===== config.mk =====
export PLATFORM = sky130hd
export DESIGN_NAME = float_copro_dispatch_flat
export DESIGN_NICKNAME = d
export VERILOG_FILES = /design/src/rtl/float_copro_dispatch_if.sv /design/src/rtl/float_copro_dispatch.sv /design/src/flat_wrapper.sv
export SDC_FILE = /design/constraint.sdc
export NUM_CORES = 1
export LEC_CHECK = 0
export ABC_AREA = 1
export CORE_MARGIN = 4
export CORE_UTILIZATION = 49
export CTS_CLUSTER_SIZE = 10
export DETAILED_ROUTE_END_ITERATION = 7
export PLACE_DENSITY = 0.73
export REMOVE_ABC_BUFFERS = 1
export SLEW_MARGIN = 20
export SYNTH_ARGS = -nofsm -noshare
export SYNTH_HDL_FRONTEND = slang
export SYNTH_SLANG_ARGS = --single-unit
export TNS_END_PERCENT = 1

===== constraint.sdc =====
create_clock -name clk -period 4.7 [get_ports clk]
set_clock_uncertainty 0.15 [all_clocks]
set_input_delay 0.47 -clock clk [delete_from_list [all_inputs] [get_ports clk]]
set_output_delay 0.47 -clock clk [all_outputs]
set_load 0.02 [all_outputs]

===== src/rtl/float_copro_dispatch_if.sv =====
// Bundle of request, response and coprocessor handshake signals around the dispatcher.
// master = dispatcher side, slave = requester plus coprocessor environment.
interface float_copro_dispatch_if #(
  parameter int TAG_W = 4
);
  logic             req_valid;
  logic             req_ready;
  logic [10:0]      req_opcode;
  logic [31:0]      req_op0;
  logic [31:0]      req_op1;
  logic [TAG_W-1:0] req_tag;

  logic             rsp_valid;
  logic             rsp_ready;
  logic [31:0]      rsp_result;
  logic [TAG_W-1:0] rsp_tag;
  logic             rsp_err;

  logic             copro_valid;
  logic [10:0]      copro_opcode;
  logic [31:0]      copro_op0;
  logic [31:0]      copro_op1;
  logic             copro_complete;
  logic [31:0]      copro_result;
  logic             copro_accept;

  logic             busy;

  modport master (
    input  req_valid, req_opcode, req_op0, req_op1, req_tag,
    input  rsp_ready, copro_complete, copro_result,
    output req_ready, rsp_valid, rsp_result, rsp_tag, rsp_err,
    output copro_valid, copro_opcode, copro_op0, copro_op1, copro_accept, busy
  );

  modport slave (
    output req_valid, req_opcode, req_op0, req_op1, req_tag,
    output rsp_ready, copro_complete, copro_result,
    input  req_ready, rsp_valid, rsp_result, rsp_tag, rsp_err,
    input  copro_valid, copro_opcode, copro_op0, copro_op1, copro_accept, busy
  );
endinterface


===== src/rtl/float_copro_dispatch.sv =====
// Issue stage for the FP coprocessor: request FIFO, one-at-a-time issue FSM,
// illegal-opcode screening and timeout recovery, tagged valid/ready responses.
module float_copro_dispatch #(
  parameter int          DEPTH   = 4,
  parameter int          TAG_W   = 4,
  parameter int          TIMEOUT = 31,
  parameter logic [31:0] NAN_VAL = 32'h7FC00000
) (
  input logic                   clk,
  input logic                   reset,
  float_copro_dispatch_if.master bus
);
  localparam int PTR_W = $clog2(DEPTH);
  localparam int CNT_W = PTR_W + 1;
  localparam int TMR_W = $clog2(TIMEOUT + 1);

  typedef enum logic [2:0] {S_IDLE, S_ISSUE, S_WAIT, S_ACCEPT, S_RESP} state_t;

  logic [10:0]      r_fifo_opcode [DEPTH];
  logic [31:0]      r_fifo_op0    [DEPTH];
  logic [31:0]      r_fifo_op1    [DEPTH];
  logic [TAG_W-1:0] r_fifo_tag    [DEPTH];
  logic [PTR_W-1:0] r_wr_ptr;
  logic [PTR_W-1:0] r_rd_ptr;
  logic [CNT_W-1:0] r_count;

  state_t           r_state;
  logic [TMR_W-1:0] r_timer;
  logic             r_copro_valid;
  logic             r_copro_accept;
  logic [10:0]      r_copro_opcode;
  logic [31:0]      r_copro_op0;
  logic [31:0]      r_copro_op1;
  logic             r_rsp_valid;
  logic [31:0]      r_rsp_result;
  logic [TAG_W-1:0] r_rsp_tag;
  logic             r_rsp_err;

  logic w_empty;
  logic w_full;
  logic w_pop;
  logic w_push;
  logic w_head_legal;

  assign w_empty      = (r_count == '0);
  assign w_full       = (r_count == CNT_W'(DEPTH));
  assign w_pop        = (r_state == S_IDLE) && !w_empty;
  // A pop in the same cycle frees a slot, so a full FIFO can still accept.
  assign bus.req_ready = !w_full || w_pop;
  assign w_push       = bus.req_valid && bus.req_ready;
  assign w_head_legal = (r_fifo_opcode[r_rd_ptr][10:2] == '0);

  always_ff @(posedge clk) begin
    if (w_push) begin
      r_fifo_opcode[r_wr_ptr] <= bus.req_opcode;
      r_fifo_op0[r_wr_ptr]    <= bus.req_op0;
      r_fifo_op1[r_wr_ptr]    <= bus.req_op1;
      r_fifo_tag[r_wr_ptr]    <= bus.req_tag;
    end
  end

  always_ff @(posedge clk) begin
    if (reset) begin
      r_wr_ptr <= '0;
      r_rd_ptr <= '0;
      r_count  <= '0;
    end else begin
      if (w_push) r_wr_ptr <= r_wr_ptr + PTR_W'(1);
      if (w_pop)  r_rd_ptr <= r_rd_ptr + PTR_W'(1);
      case ({w_push, w_pop})
        2'b10:   r_count <= r_count + CNT_W'(1);
        2'b01:   r_count <= r_count - CNT_W'(1);
        default: r_count <= r_count;
      endcase
    end
  end

  always_ff @(posedge clk) begin
    if (reset) begin
      r_state        <= S_IDLE;
      r_timer        <= '0;
      r_copro_valid  <= 1'b0;
      r_copro_accept <= 1'b0;
      r_copro_opcode <= '0;
      r_copro_op0    <= '0;
      r_copro_op1    <= '0;
      r_rsp_valid    <= 1'b0;
      r_rsp_result   <= '0;
      r_rsp_tag      <= '0;
      r_rsp_err      <= 1'b0;
    end else begin
      r_copro_valid  <= 1'b0;
      r_copro_accept <= 1'b0;
      case (r_state)
        S_IDLE: begin
          if (w_pop) begin
            r_copro_opcode <= r_fifo_opcode[r_rd_ptr];
            r_copro_op0    <= r_fifo_op0[r_rd_ptr];
            r_copro_op1    <= r_fifo_op1[r_rd_ptr];
            r_rsp_tag      <= r_fifo_tag[r_rd_ptr];
            if (w_head_legal) begin
              r_copro_valid <= 1'b1;
              r_state       <= S_ISSUE;
            end else begin
              r_rsp_result <= NAN_VAL;
              r_rsp_err    <= 1'b1;
              r_rsp_valid  <= 1'b1;
              r_state      <= S_RESP;
            end
          end
        end
        S_ISSUE: begin
          r_timer <= '0;
          r_state <= S_WAIT;
        end
        S_WAIT: begin
          if (bus.copro_complete) begin
            r_rsp_result   <= bus.copro_result;
            r_rsp_err      <= 1'b0;
            r_copro_accept <= 1'b1;
            r_state        <= S_ACCEPT;
          end else if (r_timer == TMR_W'(TIMEOUT)) begin
            // Hung coprocessor: still pulse accept so it can clear itself.
            r_rsp_result   <= NAN_VAL;
            r_rsp_err      <= 1'b1;
            r_copro_accept <= 1'b1;
            r_state        <= S_ACCEPT;
          end else begin
            r_timer <= r_timer + TMR_W'(1);
          end
        end
        S_ACCEPT: begin
          r_rsp_valid <= 1'b1;
          r_state     <= S_RESP;
        end
        S_RESP: begin
          if (bus.rsp_ready) begin
            r_rsp_valid <= 1'b0;
            r_state     <= S_IDLE;
          end
        end
        default: r_state <= S_IDLE;
      endcase
    end
  end

  assign bus.copro_valid  = r_copro_valid;
  assign bus.copro_accept = r_copro_accept;
  assign bus.copro_opcode = r_copro_opcode;
  assign bus.copro_op0    = r_copro_op0;
  assign bus.copro_op1    = r_copro_op1;
  assign bus.rsp_valid    = r_rsp_valid;
  assign bus.rsp_result   = r_rsp_result;
  assign bus.rsp_tag      = r_rsp_tag;
  assign bus.rsp_err      = r_rsp_err;
  assign bus.busy         = (r_state != S_IDLE) || !w_empty;
endmodule

===== src/flat_wrapper.sv =====
// flat-port wrapper written by rule: the top's interface ports become plain ports
module float_copro_dispatch_flat 
#(
  parameter int          DEPTH   = 4,
  parameter int          TAG_W   = 4,
  parameter int          TIMEOUT = 31,
  parameter logic [31:0] NAN_VAL = 32'h7FC00000
)
  (clk, reset, bus_req_valid, bus_req_opcode, bus_req_op0, bus_req_op1, bus_req_tag, bus_rsp_ready, bus_copro_complete, bus_copro_result, bus_req_ready, bus_rsp_valid, bus_rsp_result, bus_rsp_tag, bus_rsp_err, bus_copro_valid, bus_copro_opcode, bus_copro_op0, bus_copro_op1, bus_copro_accept, bus_busy);
  float_copro_dispatch_if #(.TAG_W(TAG_W)) bus_i ();
  input logic clk;
  input logic reset;
  input wire logic [$bits(bus_i.req_valid)-1:0] bus_req_valid;
  input wire logic [$bits(bus_i.req_opcode)-1:0] bus_req_opcode;
  input wire logic [$bits(bus_i.req_op0)-1:0] bus_req_op0;
  input wire logic [$bits(bus_i.req_op1)-1:0] bus_req_op1;
  input wire logic [$bits(bus_i.req_tag)-1:0] bus_req_tag;
  input wire logic [$bits(bus_i.rsp_ready)-1:0] bus_rsp_ready;
  input wire logic [$bits(bus_i.copro_complete)-1:0] bus_copro_complete;
  input wire logic [$bits(bus_i.copro_result)-1:0] bus_copro_result;
  output wire logic [$bits(bus_i.req_ready)-1:0] bus_req_ready;
  output wire logic [$bits(bus_i.rsp_valid)-1:0] bus_rsp_valid;
  output wire logic [$bits(bus_i.rsp_result)-1:0] bus_rsp_result;
  output wire logic [$bits(bus_i.rsp_tag)-1:0] bus_rsp_tag;
  output wire logic [$bits(bus_i.rsp_err)-1:0] bus_rsp_err;
  output wire logic [$bits(bus_i.copro_valid)-1:0] bus_copro_valid;
  output wire logic [$bits(bus_i.copro_opcode)-1:0] bus_copro_opcode;
  output wire logic [$bits(bus_i.copro_op0)-1:0] bus_copro_op0;
  output wire logic [$bits(bus_i.copro_op1)-1:0] bus_copro_op1;
  output wire logic [$bits(bus_i.copro_accept)-1:0] bus_copro_accept;
  output wire logic [$bits(bus_i.busy)-1:0] bus_busy;
  assign bus_i.req_valid = bus_req_valid;
  assign bus_i.req_opcode = bus_req_opcode;
  assign bus_i.req_op0 = bus_req_op0;
  assign bus_i.req_op1 = bus_req_op1;
  assign bus_i.req_tag = bus_req_tag;
  assign bus_i.rsp_ready = bus_rsp_ready;
  assign bus_i.copro_complete = bus_copro_complete;
  assign bus_i.copro_result = bus_copro_result;
  assign bus_req_ready = bus_i.req_ready;
  assign bus_rsp_valid = bus_i.rsp_valid;
  assign bus_rsp_result = bus_i.rsp_result;
  assign bus_rsp_tag = bus_i.rsp_tag;
  assign bus_rsp_err = bus_i.rsp_err;
  assign bus_copro_valid = bus_i.copro_valid;
  assign bus_copro_opcode = bus_i.copro_opcode;
  assign bus_copro_op0 = bus_i.copro_op0;
  assign bus_copro_op1 = bus_i.copro_op1;
  assign bus_copro_accept = bus_i.copro_accept;
  assign bus_busy = bus_i.busy;
  float_copro_dispatch #(.DEPTH(DEPTH), .TAG_W(TAG_W), .TIMEOUT(TIMEOUT), .NAN_VAL(NAN_VAL)) u_core (.clk(clk), .reset(reset), .bus(bus_i));
endmodule

==> impl_results.md <==
* Dpl ws at 1.549 ns
* M3 GR Usage at 5.113%
* Total GRT Usage at 20.83%
* GR peak layer: met2
* Post-DRT Antenna Nets at 0
* Unrepaired setup endpoints after global routing: false
* Met1 usage at 27.15%
* Final core utilization at 62.43%
* Min-delay worst type: register to register
* Run status: completed
* DRC at 0
* Critical path buffers and inverters at 2
* Fin Setup TNS at 0 ns
* CTS tree: done
* Setup crit start: u_core.r_state[0]
* CTS resizes at 0
* Crit-path cells: nor2_1 > inv_2 > nor2_4 > nand2_1 > nand4_1 > nand2_1 > nor2_4 > buf_4
* Worst Path Arrival at 3.18 ns
* Final Setup Violations at 0
* Syn-to-layout area delta at 25.15%
* Drt initial violations at 943
* GPL Wtd Cong at 0.7790
* Reg-to-Reg Start: u_core.r_state[0]
* Clock buffer count from CTS at 51
* CP Capture Type: register
* Die area at 0.03725 sq mm
* Post-CTS setup buffer count at 0
* Vias at 11.65k
* Hold path start: u_core.bus.rsp_valid
* Final WS setup at 1.599 ns
* Slowest CP cell: nor2_4
* Area contributors post-synth: edfxtp_1 (57%), dfxtp_1 (16%), nor2_1 (7.9%), o21ai_0 (6.8%), nand2_1 (3.2%)
* Actual slew at the worst max-slew pin at 1.075 ns
* Layout cells sized above 1 at 5.402%
* IO Count at 233
* Clk root buf: clkbuf_16
* Synth Flop Type: edfxtp_1
* TritonRoute pass-1 iters at 7
* Grt met2 use at 34.92%
* Largest stage delay, worst path at 0.80 ns
* WS Path Type: register to register
* Die Height at 193.0 um
* Horiz. Die Dim at 193.0 um
* Max-cap violation count at 0
* Core Region at 0.03362 sq mm
* Fill cell count at 2,561
* Distinct cells, synth at 25
* DR vias/cell at 5.324
* Fmax at 0.3225 GHz
* CTS Hold Bufs at 0
* Post-synth EDFFs at 316
* Top cells by count, synth: nor2_1 (355), edfxtp_1 (316), o21ai_0 (229)
* Peak VDD IR at 0.4383 mV
* Worst skew pair latency at 0.56 ns
* Slew HR at 28.36%
* Cell Rows at 67
* Synthesized area at 0.01677 sq mm
* Syn Inst Count at 1,489
* Top delay family on crit path: simple AND/OR/NAND/NOR gates
* Total wire length at 39,610 um
* Leak at 7.461 nW
* Post-route cell area at 0.02099 sq mm
* Syn avg cell area at 11.26 sq um
* Slew Viols, Final at 0
* Min cycle time layout at 3.101 ns
* GR Overflow Total at 0
* Layout Nets at 1,823
* Sequential share of the synthesized area at 72.35%
* Cell Pwr Density at 646.4 mW/mm^2
* Vias in the first global route at 11.72k
* Area leader, netlist: edfxtp_1
* HPWL after DPL at 23,270 um
* First-pass GRT wire length at 61,760 um
* Critical path startpoint category: register
* Clock sink count at 448
* Antenna cells at 0
* Dpl cell area at 0.01948 sq mm
* Wirelength per Cell at 18.10 um
* Worst-path maximum fanout at 26
* Final hold vios at 0
* CTS max path bufs at 3
* Ys async rst share at 0%
* Worst-path clk slew at 0.06 ns
* Top-area cell type share of the netlist area at 56.59%
* Syn. warnings at 0
* Initial Utilization at 49.88%
* Cell with the most instances after synthesis: nor2_1
* Register bit count reported by yosys at 448
* WP data required at 4.78 ns
* PortBufs at 232
* H-tree Lvls at 2
* Pin count of the biggest net entering global routing at 102
* Final period utilization at 65.97%
* Antenna violations before repair at 3
==> power by group <==
| group | total (mW) | internal (mW) | switching, mW |
|---|---|---|---|
| combinational | 4.48 | 1.67 | 2.81 |
| clock | 3.56 | 2.08 | 1.48 |
| sequential | 5.53 | 5.05 | 0.480 |
==> cell usage in the layout (no fill, tap or decap) <==
cell	instances
nor2_1	351
buf_4	16
or2_2	1
dfxtp_4	2
inv_4	3
o21ai_0	229
nand4_1	2
nand4_2	1
nand2_1	144
nor2_2	2
nor2_4	5
fa_1	1
nor3_2	1
clkbuf_16	52
ha_1	7
inv_6	1
nor3_1	5
dfxtp_1	130
xor2_1	1
a31oi_1	72
inv_1	41
clkinv_8	1
a21oi_1	37
buf_12	3
clkdlybuf4s50_1	232
edfxtp_1	316
inv_2	4
nand2_2	1
clkbuf_1	39
clkinv_16	1
nand3_1	39
==> cell type report <==
cell class | instances | area [sq um] | share of cell area, %
clock inverters | 3 | 55.05 | 0.2623
repair buffers | 251 | 2502 | 11.92
flip-flops and latches | 448 | 12140 | 57.85
multi-input cells | 899 | 4093 | 19.50
well taps | 448 | 560.5 | 2.671
inverters | 48 | 187.7 | 0.8943
clock buffers | 91 | 1448 | 6.898
==> worst paths after layout <==
kind,endpoint,slack (ns),depth (start not counted)
min,u_core.bus.rsp_valid,0.29,2
min reg2reg,u_core.bus.rsp_valid,0.29,2
max reg2reg,u_core.r_fifo_op0[2][11],1.60,8
max,u_core.r_fifo_op0[2][11],1.60,8
==> per-layer routing <==
layer,part of all wire [%],vias up,wire [um]
met4,2.5,6,1006
li1,-,5600,-
met3,8.6,82,3390
met2,47,417,18490
met1,42,5543,16670
met5,0.12,-,47
==> flip-flops by register name (all words and copies together), names as in the netlist, 5 cells and up, named ones only <==
signal / flops
u_core.bus.copro_opcode: 11
u_core.bus.copro_op1: 32
u_core.r_fifo_op0: 128
u_core.r_timer: 5
u_core.bus.copro_op0: 32
u_core.r_fifo_tag: 16
u_core.bus.rsp_result: 32
u_core.r_fifo_op1: 128
u_core.r_fifo_opcode: 44
==> through the flow <==
step | power, mW | std cells | hold slack (ns)
global route | 14.40 | 2188 | 0.3309
global placement | 9.983 | 2094 | 0.2866
detailed placement | 10.09 | 2094 | 0.2879
floorplan | 8.105 | 1395 | 0.2930
finish | 13.57 | 2188 | 0.2940
CTS | 13.65 | 2188 | 0.2961
==> cell families (layout without fill, tap and decap cells) <==
kind of cell | after synthesis | count (layout) | share of synthesized area, %
buffers and inverters | 142 | 393 | 3.425
xor gates and xnor gates | 1 | 1 | 0.05224
and+or+nand+nor | 552 | 552 | 12.91
DFF | 448 | 448 | 72.35
AOI/OAI and AO/OA | 338 | 338 | 10.63
adders and majority gates | 8 | 8 | 0.6417
==> worst reg2reg max path, stage by stage (launching register included) <==
cell	delay [ns]
dfxtp_1	0.36
nor2_1	0.18
inv_2	0.09
nor2_4	0.14
nand2_1	0.17
nand4_1	0.14
nand2_1	0.32
nor2_4	0.80
buf_4	0.43
Power figures use the tool's default switching activity.
==> RTL change: new RTL, same flow settings <==
`TIMEOUT` is set to 31 in 2 places; all go to 62.
--- a/src/rtl/float_copro_dispatch.sv
+++ b/src/rtl/float_copro_dispatch.sv
@@ -5,3 +5,3 @@
   parameter int          TAG_W   = 4,
-  parameter int          TIMEOUT = 31,
+  parameter int          TIMEOUT = 62,
   parameter logic [31:0] NAN_VAL = 32'h7FC00000
--- a/src/flat_wrapper.sv
+++ b/src/flat_wrapper.sv
@@ -5,3 +5,3 @@
   parameter int          TAG_W   = 4,
-  parameter int          TIMEOUT = 31,
+  parameter int          TIMEOUT = 62,
   parameter logic [31:0] NAN_VAL = 32'h7FC00000
Check against the original RTL: same outputs for any inputs over 4 cycles, from zero or initial values and one cycle with reset high; that may be too few to reach the edited logic, so the function may still have changed.
==> RTL change against the original RTL <==
- global-route usage shrank 0.53 points
- design area grew 1.2%
- power decreased by 8.0%
- sequential share of layout area fell by 0.58 points
- setup slack better by 0.070 ns
- sequential cell count up 1
- area after synthesis increased by 0.98%
- worst hold slack better by 0.016 ns
- fmax increased by 2.3%
- first-iteration DRC count shrank 9.0%
- routed wire length up 0.21%
- highest routed layer unchanged
==> RTL change: results (changes against the original RTL) <==
[placement]
gp_congestion = 0.778  ; about the same
place_area_um2 = 19700  ; +1.1%
dp_hpwl_um = 23000  ; -1.2%

[finish]
fill_cells = 2581  ; +0.78%
finalNonFillerCells = 2218  ; +1.4%
nNetsFinal = 1855  ; +1.8%
layout-drive-gt1-share_pct = 5.08  ; -0.32 points

[worst_setup_path]
reg2reg_to = u_core.r_rd_ptr[1]
r2r_slack_ns = 1.67  ; +0.07 ns
arrival_ns = 3.26  ; +0.08 ns
r2r_cells = 9  ; +1
crit_path_top_delay_cell = buf_4
path_max_fanout = 92  ; +250%

[grt]
grt_pass1_wl_um = 62700  ; +1.5%
grt_use_total_pct = 20.3  ; -0.53 points
grt_max_degree = 115  ; +13%
met3_usage_pct = 4.64  ; -0.47 points
met1_usage_pct = 27.4  ; +0.27 points
use_met2_pct = 33.9  ; -1.0 points

[pwr]
ir_worst_vdd_uv = 486  ; +11%
leakagePower_nw = 7.60  ; +1.8%

[timing]
maxSlewHeadroom_pct = 31.3  ; +2.9 points

[detailed_routing]
initialDrtViolationCount = 858  ; -9.0%
viasPerCell = 5.34  ; +0.25%
wirelength_um = 39700  ; +0.21%
dr.pass1.iters = 5  ; -2

[min_path]
hold_end = u_core.bus.rsp_err

[logic_synthesis]
syn-instance-count = 1521  ; +2.1%
netlist_top_cells_count = nor2_1 (345), edfxtp_1 (316), o21ai_0 (233)
ys_types = 29  ; +16%
ys_seq_area_share_pct = 71.8  ; -0.59 points

[outcome]
status = finished, final reports clean

[RTL change: cell families (layout without fill, tap and decap cells)]
family                     Yosys count  after routing  synth area share (%)
AOI/OAI and AO/OA                  328            328                  10.3
and+or+nand+nor                    554            554                  13.1
adders and majority gates            8              8                 0.635
DFF                                449            449                  71.8
xor gates and xnor gates             2              2                 0.103
buffers and inverters              180            429                  4.16
[RTL change: metal layers]
| metal | up-vias | share of wire, % |
|---|---|---|
| li1 | 5688 | - |
| met1 | 5642 | 43 |
| met2 | 436 | 48 |
| met3 | 65 | 7.5 |
| met4 | 6 | 1.8 |
| met5 | - | 0.11 |
[RTL change: cell type report]
type / instances / area, um2 / area share (%)
Clock buffer: 89 / 1460 / 6.88
Inverter: 87 / 332 / 1.56
Sequential cell: 449 / 12200 / 57.3
Timing Repair Buffer: 250 / 2550 / 12.0
Multi-Input combinational cell: 892 / 4110 / 19.4
Tap cell: 448 / 561 / 2.64
Clock inverter: 3 / 55.1 / 0.259
[RTL change: worst max path at each step]
stage | slack (ns) | start | to | depth (start not counted)
after floorplan | -0.97 | u_core.r_rd_ptr[0] | flip-flop | 5
after CTS | 1.66 | u_core.r_state[0] | u_core.r_rd_ptr[1] | 9
after detailed placement | 1.67 | bus_req_valid | u_core.r_fifo_op1[0][23] | 4
after global placement | 1.71 | bus_req_valid | u_core.r_fifo_op1[0][15] | 4
final | 1.67 | u_core.r_state[0] | u_core.r_rd_ptr[1] | 9
after global routing | 1.35 | u_core.r_state[0] | u_core.r_rd_ptr[1] | 9
[RTL change: report_power, final]
group | internal [W] | switching (W) | total (W) | leakage, nW
logic | 0.00137 | 0.00231 | 0.00368 | 2.87
registers | 0.00481 | 0.000381 | 0.00519 | 4.00
clock network | 0.00215 | 0.00146 | 0.00361 | 0.723
total | 0.00833 | 0.00415 | 0.0125 | 7.60
[RTL change: critical path: cells and delay by family (launching register included)]
family / cells / cell delay, ns
AO/OA/AOI/OAI: 2 / 0.29
AND/OR/NAND/NOR: 4 / 1.04
buffers and inverters: 3 / 1.03
flip-flops: 1 / 0.35
[RTL change: through the flow]
stage	power, W	hold WS, ns	util [%]	setup slack [ns]
after global routing	0.0132	0.347	62.8	1.35
after floorplan	0.00738	0.272	-	-0.968
after global placement	0.00882	0.286	58.3	1.71
final	0.0125	0.310	62.8	1.67
after detailed placement	0.00893	0.302	58.3	1.67
after CTS	0.0126	0.311	62.8	1.66
